**config.mk**
```make
export PLATFORM = sky130hd
export DESIGN_NAME = fetch_unit
export DESIGN_NICKNAME = d
export VERILOG_FILES = /design/src/rtl/isa_pkg.sv /design/src/rtl/fetch_next_pc.sv /design/src/rtl/fetch_unit.sv
export SDC_FILE = /design/constraint.sdc
export NUM_CORES = 1
export LEC_CHECK = 0
export BUFFER_PORTS_ARGS = -buffer_cell sky130_fd_sc_hd__buf_2
export CAP_MARGIN = 10
export CORE_MARGIN = 2
export CORE_UTILIZATION = 29
export CTS_CLUSTER_DIAMETER = 40
export DETAILED_ROUTE_END_ITERATION = 10
export RECOVER_POWER = 50
export SLEW_MARGIN = 20
export SYNTH_ARGS = -nofsm -noshare
export SYNTH_HDL_FRONTEND = slang
export SYNTH_SLANG_ARGS = --single-unit
```
**constraint.sdc**
```tcl
create_clock -name clk -period 2.2 [get_ports clk]
set_clock_uncertainty 0.05 [all_clocks]
set_input_delay 0 -clock clk [delete_from_list [all_inputs] [get_ports clk]]
set_output_delay 0 -clock clk [all_outputs]
set_load 0.005 [all_outputs]
```
**src/rtl/isa_pkg.sv**
```systemverilog
// Shared ISA constants and fetch-stage types.
// Opcodes live in instr[INSTR_W-1 -: 4].
package isa_pkg;

  localparam int ADDR_W_DEF  = 16;
  localparam int INSTR_W_DEF = 16;

  localparam logic [3:0] OP_RARITH = 4'b0000;
  localparam logic [3:0] OP_IARITH = 4'b1000;
  localparam logic [3:0] OP_LOAD   = 4'b1001;
  localparam logic [3:0] OP_STORE  = 4'b0101;
  localparam logic [3:0] OP_RCMP   = 4'b0010;
  localparam logic [3:0] OP_ICMP   = 4'b1010;
  localparam logic [3:0] OP_BRANCH = 4'b0110;
  localparam logic [3:0] OP_JAL    = 4'b1011;
  localparam logic [3:0] OP_HALT   = 4'b1111;

  typedef enum logic [1:0] {
    ST_REQ,
    ST_WAIT,
    ST_HOLD,
    ST_HALT
  } fetch_state_t;

endpackage

```
**src/rtl/fetch_next_pc.sv**
```systemverilog
// Next-PC select: sequential increment and redirect target.
// Jump wins over a taken branch; branch is relative to last_pc.
module fetch_next_pc
  import isa_pkg::*;
#(
  parameter int ADDR_W = ADDR_W_DEF,
  parameter int OFF_W  = 8
) (
  input  logic [ADDR_W-1:0] seq_base,
  input  logic [ADDR_W-1:0] last_pc,
  input  logic              jump,
  input  logic              branch,
  input  logic              branch_taken,
  input  logic [ADDR_W-1:0] jump_target,
  input  logic [OFF_W-1:0]  branch_offset,
  output logic              redirect,
  output logic [ADDR_W-1:0] target,
  output logic [ADDR_W-1:0] seq_pc
);

  logic [ADDR_W-1:0] off_ext;

  assign off_ext = {{(ADDR_W-OFF_W){branch_offset[OFF_W-1]}},
                    branch_offset};

  assign seq_pc   = seq_base + ADDR_W'(1);
  assign redirect = jump | (branch & branch_taken);

  always_comb begin
    target = seq_pc;
    priority case (1'b1)
      jump:                    target = jump_target;
      (branch & branch_taken): target = last_pc + off_ext;
      default:                 target = seq_pc;
    endcase
  end

endmodule

```
**src/rtl/fetch_unit.sv**
```systemverilog
// Instruction fetch: PC, single-outstanding imem request, one-entry buffer.
// Optional FETCH_HALT_EN: consuming opcode 4'b1111 parks fetch in HALT.
module fetch_unit
  import isa_pkg::*;
#(
  parameter int              ADDR_W   = ADDR_W_DEF,
  parameter int              INSTR_W  = INSTR_W_DEF,
  parameter int              OFF_W    = 8,
  parameter logic [ADDR_W-1:0] RESET_PC = '0
) (
  input  logic               clk,
  input  logic               rst,
  output logic               imem_req,
  output logic [ADDR_W-1:0]  imem_addr,
  input  logic               imem_ready,
  input  logic               imem_rvalid,
  input  logic [INSTR_W-1:0] imem_rdata,
  output logic               instr_valid,
  output logic [INSTR_W-1:0] instr,
  output logic [ADDR_W-1:0]  instr_pc,
  output logic [3:0]         opcode,
  input  logic               id_ready,
  input  logic               jump,
  input  logic               branch,
  input  logic               branch_taken,
  input  logic [ADDR_W-1:0]  jump_target,
  input  logic [OFF_W-1:0]   branch_offset,
  output logic               halted
);

  fetch_state_t       state_q, state_d;
  logic [ADDR_W-1:0]  pc_q, pc_d;
  logic [ADDR_W-1:0]  last_pc_q, last_pc_d;
  logic [ADDR_W-1:0]  instr_pc_q, instr_pc_d;
  logic [INSTR_W-1:0] instr_q, instr_d;
  logic               valid_q, valid_d;
  logic               drop_q, drop_d;
  logic               started_q;

  logic               redirect;
  logic [ADDR_W-1:0]  target;
  logic [ADDR_W-1:0]  seq_pc;

  fetch_next_pc #(
    .ADDR_W (ADDR_W),
    .OFF_W  (OFF_W)
  ) u_next_pc (
    .seq_base      (instr_pc_q),
    .last_pc       (last_pc_q),
    .jump          (jump),
    .branch        (branch),
    .branch_taken  (branch_taken),
    .jump_target   (jump_target),
    .branch_offset (branch_offset),
    .redirect      (redirect),
    .target        (target),
    .seq_pc        (seq_pc)
  );

  always_comb begin
    state_d    = state_q;
    pc_d       = pc_q;
    last_pc_d  = last_pc_q;
    instr_pc_d = instr_pc_q;
    instr_d    = instr_q;
    valid_d    = valid_q;
    drop_d     = drop_q;
    unique case (state_q)
      ST_REQ: begin
        if (redirect) pc_d = target;
        if (started_q && imem_ready) begin
          state_d = ST_WAIT;
          // request already left with the old pc
          if (redirect) drop_d = 1'b1;
        end
      end
      ST_WAIT: begin
        if (imem_rvalid) begin
          state_d = ST_REQ;
          if (drop_q || redirect) begin
            drop_d = 1'b0;
            if (redirect) pc_d = target;
          end else begin
            valid_d    = 1'b1;
            instr_d    = imem_rdata;
            instr_pc_d = pc_q;
            state_d    = ST_HOLD;
          end
        end else if (redirect) begin
          drop_d = 1'b1;
          pc_d   = target;
        end
      end
      ST_HOLD: begin
        if (redirect) begin
          valid_d = 1'b0;
          pc_d    = target;
          state_d = ST_REQ;
        end else if (id_ready) begin
          valid_d   = 1'b0;
          pc_d      = seq_pc;
          last_pc_d = instr_pc_q;
          state_d   = ST_REQ;
`ifdef FETCH_HALT_EN
          if (instr_q[INSTR_W-1 -: 4] == OP_HALT)
            state_d = ST_HALT;
`endif
        end
      end
`ifdef FETCH_HALT_EN
      ST_HALT: state_d = ST_HALT;
`endif
      default: state_d = ST_REQ;
    endcase
  end

  always_ff @(posedge clk) begin
    if (rst) begin
      state_q    <= ST_REQ;
      pc_q       <= RESET_PC;
      last_pc_q  <= RESET_PC;
      instr_pc_q <= '0;
      instr_q    <= '0;
      valid_q    <= 1'b0;
      drop_q     <= 1'b0;
      started_q  <= 1'b0;
    end else begin
      state_q    <= state_d;
      pc_q       <= pc_d;
      last_pc_q  <= last_pc_d;
      instr_pc_q <= instr_pc_d;
      instr_q    <= instr_d;
      valid_q    <= valid_d;
      drop_q     <= drop_d;
      started_q  <= 1'b1;
    end
  end

  assign imem_req    = started_q & (state_q == ST_REQ);
  assign imem_addr   = pc_q;
  assign instr_valid = valid_q;
  assign instr       = instr_q;
  assign instr_pc    = instr_pc_q;
  assign opcode      = instr_q[INSTR_W-1 -: 4];
`ifdef FETCH_HALT_EN
  assign halted      = (state_q == ST_HALT);
`else
  assign halted      = 1'b0;
`endif

endmodule

```
==> impl_metrics.ini, run 1 <==
[synth]
synth_top_area_share = 0.373
dominantRegCellSynth = dfxtp_1
synth_sequential_area_ratio = 0.373
syn_inst = 482
ys_async_sr_fraction = 0
synth_cell_type_count = 53
yosysWarnings = 0
synth.largest_area_cell = dfxtp_1
syn_area_per_cell_um2 = 7.68
syn_area_um2 = 3700
synth-edff-count = 0
syn_nets = 547
synth_area_leaders = dfxtp_1 37%, nand2_1 13%, a21oi_1 9.6%
ys_seq_elements = 69

[clock_tree]
cts_made_buffers = 9
clkTransAtPathRegs_ps = 60
cts.htree.levels = 3
clockRootBuffer = clkbuf_16
cts_num_sinks = 69
max-clock-path-buffers = 2
cts_tree = built
worstSkewPairLatency_ps = 340

[timing]
final.min_clock_period_ps = 2280
worstMarginPinSlew_ps = 620
fmax_mhz = 439
drv_slew = 0
hold_viol_final = 0
hold_slack_ps = 12.0
timing.final.ws_setup_ps = -78.3
setup_viol = 2
max_slew_margin = 0.587
rsz0062_at_grt = true
period_share = 1.04

[floorplanning]
start_util = 0.296
die-area_um2 = 13700
die_w_um = 117
io_pins = 103
rows = 41
core_area_um2 = 12500
die_h_um = 117

[route]
drt.antenna.violating_nets = 0
vias_per_cell = 4.93
first_pass_iters = 4
drt_iter0_drc = 238
drcViolationCount = 0
vias = 3967
wl_um = 11800
wl_per_cell_um = 14.6

[setup_path]
cp.required_ps = 2370
critPathSlowestCell = fa_2
worstPathMaxFanout = 3
start_kind = register
critPathTopFamily = compound AO/OA/AOI/OAI gates
crit_buf_inv = 0
cp-end-kind = register
criticalPathCategory = register to register
slowest_delay_ps = 340
cp_cell_sequence = ha_4, fa_2, a21o_1, a221oi_4, o211ai_2, a221oi_2, nor3_1, o21ai_1, a21oi_1
crit_arrival_ps = 2450

[placed_design]
dp.cells = 752
place.detailed.hpwl_um = 8450
port_buffers = 101
gp_congestion = 0.893

[global_route]
grt_pass1_vias = 3900
grt_pass1_wl_um = 19000
overflow = 0
grt_max_degree = 56
grt_usage = 0.179
antenna_found_initial = 0

[power]
netSwitchingFraction = 0.232
power_frac_seq = 0.393
p_switching_w = 0.000772
leakagePower_nw = 2.10
power_density_nw_per_um2 = 641
p_clk_frac = 0.504
combPwrFrac = 0.103
vdd_ir_drop_max_mv = 0.307
p_int_w = 0.00255

[job]
maxCapViolations = 0

[min_path]
hold_path_class = primary input to register

[cells_and_area]
final_cells = 804
drive_above_1_share = 0.203
num_antenna_cells = 0
fin_nets = 692
area_growth_pct = 40.2
utilization = 0.414

[run_status]
status = finished, violations left
violations = setup timing
registers in the layout, summed over array words and instances, names as in the netlist:
| signal | count |
|---|---|
| instr_valid | 1 |
| last_pc_q | 16 |
| instr | 16 |
| instr_pc | 16 |
| imem_addr | 16 |
| state_q | 2 |
| drop_q | 1 |
| started_q | 1 |
kinds of logic after synthesis:
group                    count (synthesis)  synth area share
AND/OR/NAND/NOR                        189             0.214
AO/OA/AOI/OAI                          143             0.238
flip-flops                              69             0.373
buffers and inverters                   36            0.0484
XOR/XNOR                                23            0.0544
adder cells (fa/ha/maj)                 17            0.0595
multiplexers                             4            0.0112
other                                    1           0.00101
worst paths after layout:
path                                      from            end  slack [ps]  cells after the start
worst max-delay path              last_pc_q[0]  imem_addr[14]         -80                      9
worst min-delay path            jump_target[6]   imem_addr[6]          10                      4
worst max register to register    last_pc_q[0]  imem_addr[14]         -80                      9
worst min register to register        instr[2]       instr[2]         400                      2
synthesized netlist by cell type (2+ instances only):
cell type,n
a221oi_2,2
inv_1,5
a21boi_0,2
a211oi_1,8
nand2_1,126
o21ai_0,23
a31oi_1,5
o21bai_1,3
xnor2_1,14
nor3_1,11
a21oi_1,71
ha_1,16
dfxtp_1,69
and3_1,4
buf_6,3
o211a_1,4
nand2b_1,2
buf_2,2
mux2i_1,3
clkbuf_1,21
xor2_1,9
a21o_1,5
buf_4,5
nor2_1,25
and4_1,2
a221oi_1,6
nand4_1,2
nand3_1,9
cell usage in the layout (no fill, tap or decap), types with 13 or more instances in the layout:
cell type and count:
nand2_1 126, buf_2 72, a21oi_1 68, dfxtp_1 68
clkbuf_1 37, dlygate4sd3_1 34, nor2_1 25, buf_4 18
o21ai_0 17, ha_1 15, xnor2_1 13
power groups by stage:
stage	sequential, W	clock [W]	combinational, W
6_report	0.00131	0.00168	0.000341
4_1_cts	0.00131	0.00173	0.000340
3_3_place_gp	0.00133	0	0.000289
3_5_place_dp	0.00133	0	0.000292
2_1_floorplan	0.00133	0	0.000165
5_1_grt	0.00131	0.00178	0.000379
worst register-to-register path: cells and delay by family (launching register included):
kind                       cells  cell delay, ps
adders and majority gates      2             500
AOI/OAI and AO/OA              6            1220
DFF                            1             330
and+or+nand+nor                1              70
cell type report:
type	instances	area [um^2]
inverter	5	18.8
fill	1313	7330
tap	172	215
sequential	69	1380
multi-input combinational	377	2210
clock inverter	7	121
timing repair buffer	165	1010
clock buffer	9	225
per-layer routing:
| layer | global-route usage | share of wire | vias to the layer above |
|---|---|---|---|
| met5 | 0 | 0 | - |
| met4 | 0.0698 | 0.021 | 0 |
| met3 | 0.0396 | 0.076 | 16 |
| met2 | 0.290 | 0.47 | 137 |
| met1 | 0.233 | 0.43 | 1843 |
| li1 | - | - | 1971 |
metrics by stage:
stage	setup TNS (ps)	setup slack (ps)	total power [W]	area, um^2
final	-133	-78.3	0.00333	5190
after global routing	-606	-199	0.00347	5190
after CTS	-30.8	-30.8	0.00338	5190
after detailed placement	-279	-117	0.00163	4500
after global placement	-197	-77.5	0.00162	4500
after floorplan	0	5.84	0.00150	3710
repair_timing:
action,in CTS,in global routing
resized for setup,4,17
setup buffers,0,2
pin swaps,1,9
hold buffers,34,0
hold endpoints to repair,33,0
endpoints found under the setup margin,4,8
Note: power is estimated with default switching activity, not from simulation.
==> run 2, diff against run 1 <==
--- a/config.mk
+++ b/config.mk
@@ -7,7 +7,7 @@
 export LEC_CHECK = 0
 export BUFFER_PORTS_ARGS = -buffer_cell sky130_fd_sc_hd__buf_2
 export CAP_MARGIN = 10
-export CORE_MARGIN = 2
+export CORE_MARGIN = 4
 export CORE_UTILIZATION = 29
 export CTS_CLUSTER_DIAMETER = 40
 export DETAILED_ROUTE_END_ITERATION = 10
==> constraint.sdc (replaced) <==
create_clock -name clk -period 2.8 [get_ports clk]
set_clock_uncertainty 0.05 [all_clocks]
set_input_delay 0 -clock clk [delete_from_list [all_inputs] [get_ports clk]]
set_output_delay 0 -clock clk [all_outputs]
set_load 0.005 [all_outputs]
==> run 2 against run 1 <==
Net effect: the flow now finishes without violations; combinational power down 25%; final cell count down 2.7%; via count down 2.4%; sequential power down 21%; critical path depth unchanged; first-iteration DRC count up 2.1%; maximum frequency down 13%; final area down 4.9%; core utilization down 1.2 points; clock power down 33%; routed wire length down 3.0%; worst hold slack better by 34 ps; critical endpoint is now imem_addr[11]; largest cell class unchanged; largest power group unchanged.
==> impl_metrics.ini, run 2 (synthesis gave the netlist of run 1 again) <==
[route]
drt_iter0_drc = 243
wl_per_cell_um = 14.6
first_pass_iters = 5
drt.antenna.violating_nets = 0
vias_per_cell = 4.95
vias = 3873
wl_um = 11400
drcViolationCount = 0

[power]
vdd_ir_drop_max_mv = 0.385
power_density_nw_per_um2 = 488
leakagePower_nw = 1.99
power_w = 0.00241

[setup_path]
cp_cell_sequence = ha_1, a21o_1, a21oi_1, o21bai_1, a21oi_2, xor2_1, a41o_1, dlygate4sd3_1, a21oi_1
cp.required_ps = 2980
crit_arrival_ps = 2810
cpMostUsedCell = a21oi_1
cp-end-kind = register
start_kind = register
criticalPathCategory = register to register
critPathSlowestCell = dlygate4sd3_1
reg2reg_depth = 9
slowest_delay_ps = 550
worstReg2RegEnd = imem_addr[11]
r2r_start = last_pc_q[1]
worstPathMaxFanout = 3
r2r_slack_ps = 170

[floorplanning]
core_area_um2 = 12300
die_h_um = 121
start_util = 0.302
rows = 40
die_w_um = 121
io_pins = 103
die-area_um2 = 14600

[clock_tree]
cts_num_sinks = 69
cts.htree.levels = 3
cts_made_buffers = 9
clkTransAtPathRegs_ps = 60
max-clock-path-buffers = 2
clockRootBuffer = clkbuf_16
cts_tree = built
worstSkewPairLatency_ps = 340

[placed_design]
gp_congestion = 0.871
port_buffers = 101
place.detailed.hpwl_um = 8200

[min_path]
hold_path_class = primary input to register
hp-start = rst
whs_endpoint = started_q
hold_path_depth = 2

[cells_and_area]
drive_above_1_share = 0.168
fin_nets = 674
num_antenna_cells = 0
area_growth_pct = 33.3
final_cell_mix = 126 x nand2_1, 71 x buf_2, 70 x a21oi_1
nFillCells = 1267
final_common_cell = nand2_1

[timing]
rsz0062_at_grt = false
setup_viol = 0
hold_viol_final = 0
max_slew_margin = 0.552
final.min_clock_period_ps = 2630
drv_slew = 0
final.setup.tns_ps = 0
period_share = 0.939
worstMarginPinSlew_ps = 672
fmax_mhz = 380

[job]
maxCapViolations = 0

[global_route]
antenna_found_initial = 0
grt_max_degree = 56
grt_usage = 0.158
grt_pass1_wl_um = 18400
grt_pass1_vias = 3667
overflow = 0

[run_status]
status = finished clean
==> run 2: cell type report <==
type,count,area [um^2],area share
multi-input cells,377,2140,0.434
flip-flops and latches,69,1380,0.280
repair buffers,147,891,0.181
clock buffers,10,229,0.0464
well taps,168,210,0.0426
clock inverters,6,63.8,0.0129
inverters,5,18.8,0.00381
==> run 2: critical path: cells and delay by family, from the launching register on <==
kind	cells	cell delay, ps
flip-flops	1	380
XOR/XNOR	1	250
adder cells (fa/ha/maj)	1	250
AO/OA/AOI/OAI	6	1050
buffers and inverters	1	550
==> run 2: timing repair <==
| item | CTS | global route |
|---|---|---|
| hold endpoints to repair | 34 | 0 |
| setup endpoints to repair | 0 | 1 |
| gates resized for setup | 0 | 1 |
| hold buffers | 35 | 0 |
| buffers inserted | 0 | 0 |
==> run 2: per-layer routing <==
layer,global-route usage,vias up,share of wire
li1,-,1928,-
met1,0.194,1800,0.43
met2,0.263,129,0.47
met3,0.0471,16,0.075
met4,0.0552,0,0.017
met5,0,-,0
==> run 2: through the flow <==
step	setup slack [ps]	utilization	hold slack [ps]	cells	area [um^2]
after floorplan	549	-	86.0	482	3700
after global placement	461	0.354	191	731	4340
after detailed placement	390	0.354	198	731	4340
after CTS	116	0.407	32.5	782	4990
after global routing	40.9	0.402	64.4	782	4930
final	171	0.402	45.8	782	4930
==> run 2: report_power, final <==
part	switching, W	internal (W)	total, W
Sequential	0.0000221	0.00101	0.00103
Combinational	0.000134	0.000122	0.000256
Clock	0.000436	0.000687	0.00112
Total	0.000591	0.00182	0.00241
==> run 2: worst max path at each step <==
stage	slack, ps	from	end	depth (start not counted)
5_1_grt	40	last_pc_q[1]	imem_addr[11]	9
6_report	170	last_pc_q[1]	imem_addr[11]	9
3_5_place_dp	390	last_pc_q[0]	imem_addr[14]	10
3_3_place_gp	460	last_pc_q[0]	imem_addr[14]	10
4_1_cts	120	last_pc_q[1]	imem_addr[11]	9
2_1_floorplan	550	last_pc_q[0]	imem_addr[14]	9
==> run 3, diff against run 2 <==
--- a/config.mk
+++ b/config.mk
@@ -11,6 +11,7 @@
 export CORE_UTILIZATION = 29
 export CTS_CLUSTER_DIAMETER = 40
 export DETAILED_ROUTE_END_ITERATION = 10
+export GPL_TIMING_DRIVEN = 0
 export RECOVER_POWER = 50
 export SLEW_MARGIN = 20
 export SYNTH_ARGS = -nofsm -noshare
==> constraint.sdc (replaced) <==
create_clock -name clk -period 2.3 [get_ports clk]
set_clock_uncertainty 0.05 [all_clocks]
set_input_delay 0 -clock clk [delete_from_list [all_inputs] [get_ports clk]]
set_output_delay 0 -clock clk [all_outputs]
set_load 0.005 [all_outputs]
==> run 3 against run 2 <==
Net effect: first-iteration DRC count is 3.7% lower; register-to-register slack worse by 130 ps; core utilization is 0.93 points higher; sequential power is 21% higher.
==> impl_metrics.ini, run 3 (synthesis gave the netlist of run 1 again) <==
[floorplanning]
io_pins = 103
die_h_um = 121
start_util = 0.302
rows = 40
die_w_um = 121
die-area_um2 = 14600
core_area_um2 = 12300

[run_status]
status = finished clean

[cells_and_area]
final_common_cell = nand2_1
seq_area_um2 = 1380
final_cell_mix = 126 x nand2_1, 77 x buf_2, 69 x a21oi_1, 69 x dfxtp_1, 43 x clkbuf_1
nFillCells = 1298
area_growth_pct = 36.4
multi_input_area_um2 = 2180
num_antenna_cells = 0
final_cells = 801
drive_above_1_share = 0.186
design_area_um2 = 5050
fin_nets = 694

[power]
leakagePower_nw = 2.04
power_density_nw_per_um2 = 565
vdd_ir_drop_max_mv = 0.289

[placed_design]
port_buffers = 100
dp.cells = 750
gp_congestion = 0.871
place.detailed.hpwl_um = 9280
post-place-ws_ps = -253
placed_area_um2 = 4410

[global_route]
antenna_found_initial = 0
grt_pass1_wl_um = 19700
grt_pass1_vias = 3891
overflow = 0
grt_usage = 0.170
grt_max_degree = 12

[setup_path]
cp.required_ps = 2460
r2r_slack_ps = 40
r2r_start = last_pc_q[0]
crit_arrival_ps = 2420
reg2reg_depth = 9
worstSetupStartpoint = last_pc_q[0]
worstPathMaxFanout = 2
criticalPathCategory = register to register
worstReg2RegEnd = imem_addr[14]
start_kind = register
cp-end-kind = register

[route]
vias = 3973
wl_um = 12400
vias_per_cell = 4.96
drt.antenna.violating_nets = 0
drcViolationCount = 0
first_pass_iters = 5
drt_iter0_drc = 234
wl_per_cell_um = 15.5

[timing]
fmax_mhz = 443
rsz0062_at_grt = true
max_slew_margin = 0.552
hold_viol_final = 0
timing.final.ws_setup_ps = 40.2
drv_slew = 0
period_share = 0.983
final.min_clock_period_ps = 2260
setup_viol = 0
worstMarginPinSlew_ps = 673

[clock_tree]
cts_tree = built
clockRootBuffer = clkbuf_16
cts_num_sinks = 69
clkTransAtPathRegs_ps = 60
cts.htree.levels = 3
cts_made_buffers = 9
max-clock-path-buffers = 2
worstSkewPairLatency_ps = 330

[min_path]
hold_path_depth = 4
hp-start = jump_target[5]
whs_endpoint = imem_addr[5]
hold_path_class = primary input to register

[job]
maxCapViolations = 0
[run 3: layout make-up]
type / count / area share
Multi-Input combinational cell: 377 / 0.431
Clock buffer: 11 / 0.0481
Timing Repair Buffer: 137 / 0.165
Buffer: 30 / 0.0315
Inverter: 5 / 0.00372
Sequential cell: 69 / 0.274
Tap cell: 168 / 0.0417
Clock inverter: 4 / 0.00496
[run 3: metal layers]
metal / GRT usage / part of all wire / up-vias
met5: 0 / 0 / -
met4: 0.0411 / 0.015 / 0
met3: 0.0401 / 0.068 / 15
met2: 0.280 / 0.47 / 140
met1: 0.223 / 0.45 / 1843
li1: - / - / 1975
[run 3: critical path, stage by stage, from the launching register on]
cell and delay (ps):
dfxtp_1 310, ha_2 180, fa_2 350, a21o_1 200, a221oi_4 270, o211ai_2 160, a221oi_2 310, nor3_1 70
o21ai_1 150, a21oi_1 80
[run 3: power breakdown]
part | leakage [nW] | total, W | switching (W) | internal (W)
combinational | 1.36 | 0.000333 | 0.000177 | 0.000156
clock | 0.127 | 0.00126 | 0.000515 | 0.000749
sequential | 0.560 | 0.00125 | 0.0000267 | 0.00123
[run 3: repair_timing]
action / CTS / global route
setup endpoints to repair: 7 / 20
hold buffers: 34 / 0
setup buffers: 1 / 2
gates resized for setup: 6 / 10
pin swaps: 4 / 3
hold endpoints to repair: 31 / 0
[run 3: worst max-delay path by stage]
stage / endpoint / cells past startpoint
6_report: imem_addr[14] / 9
5_1_grt: imem_addr[14] / 9
4_1_cts: imem_addr[14] / 9
3_5_place_dp: imem_addr[12] / 9
3_3_place_gp: imem_addr[12] / 9
2_1_floorplan: imem_addr[14] / 9
[run 3: stage by stage]
stage          TNS (ps)  total power (W)  hold slack [ps]   util
2_1_floorplan         0          0.00143             86.0      -
3_3_place_gp       -339          0.00156              190  0.360
3_5_place_dp       -581          0.00156              199  0.360
4_1_cts           -69.9          0.00288             1.87  0.412
5_1_grt            -176          0.00296             15.1  0.412
6_report              0          0.00285             13.3  0.412
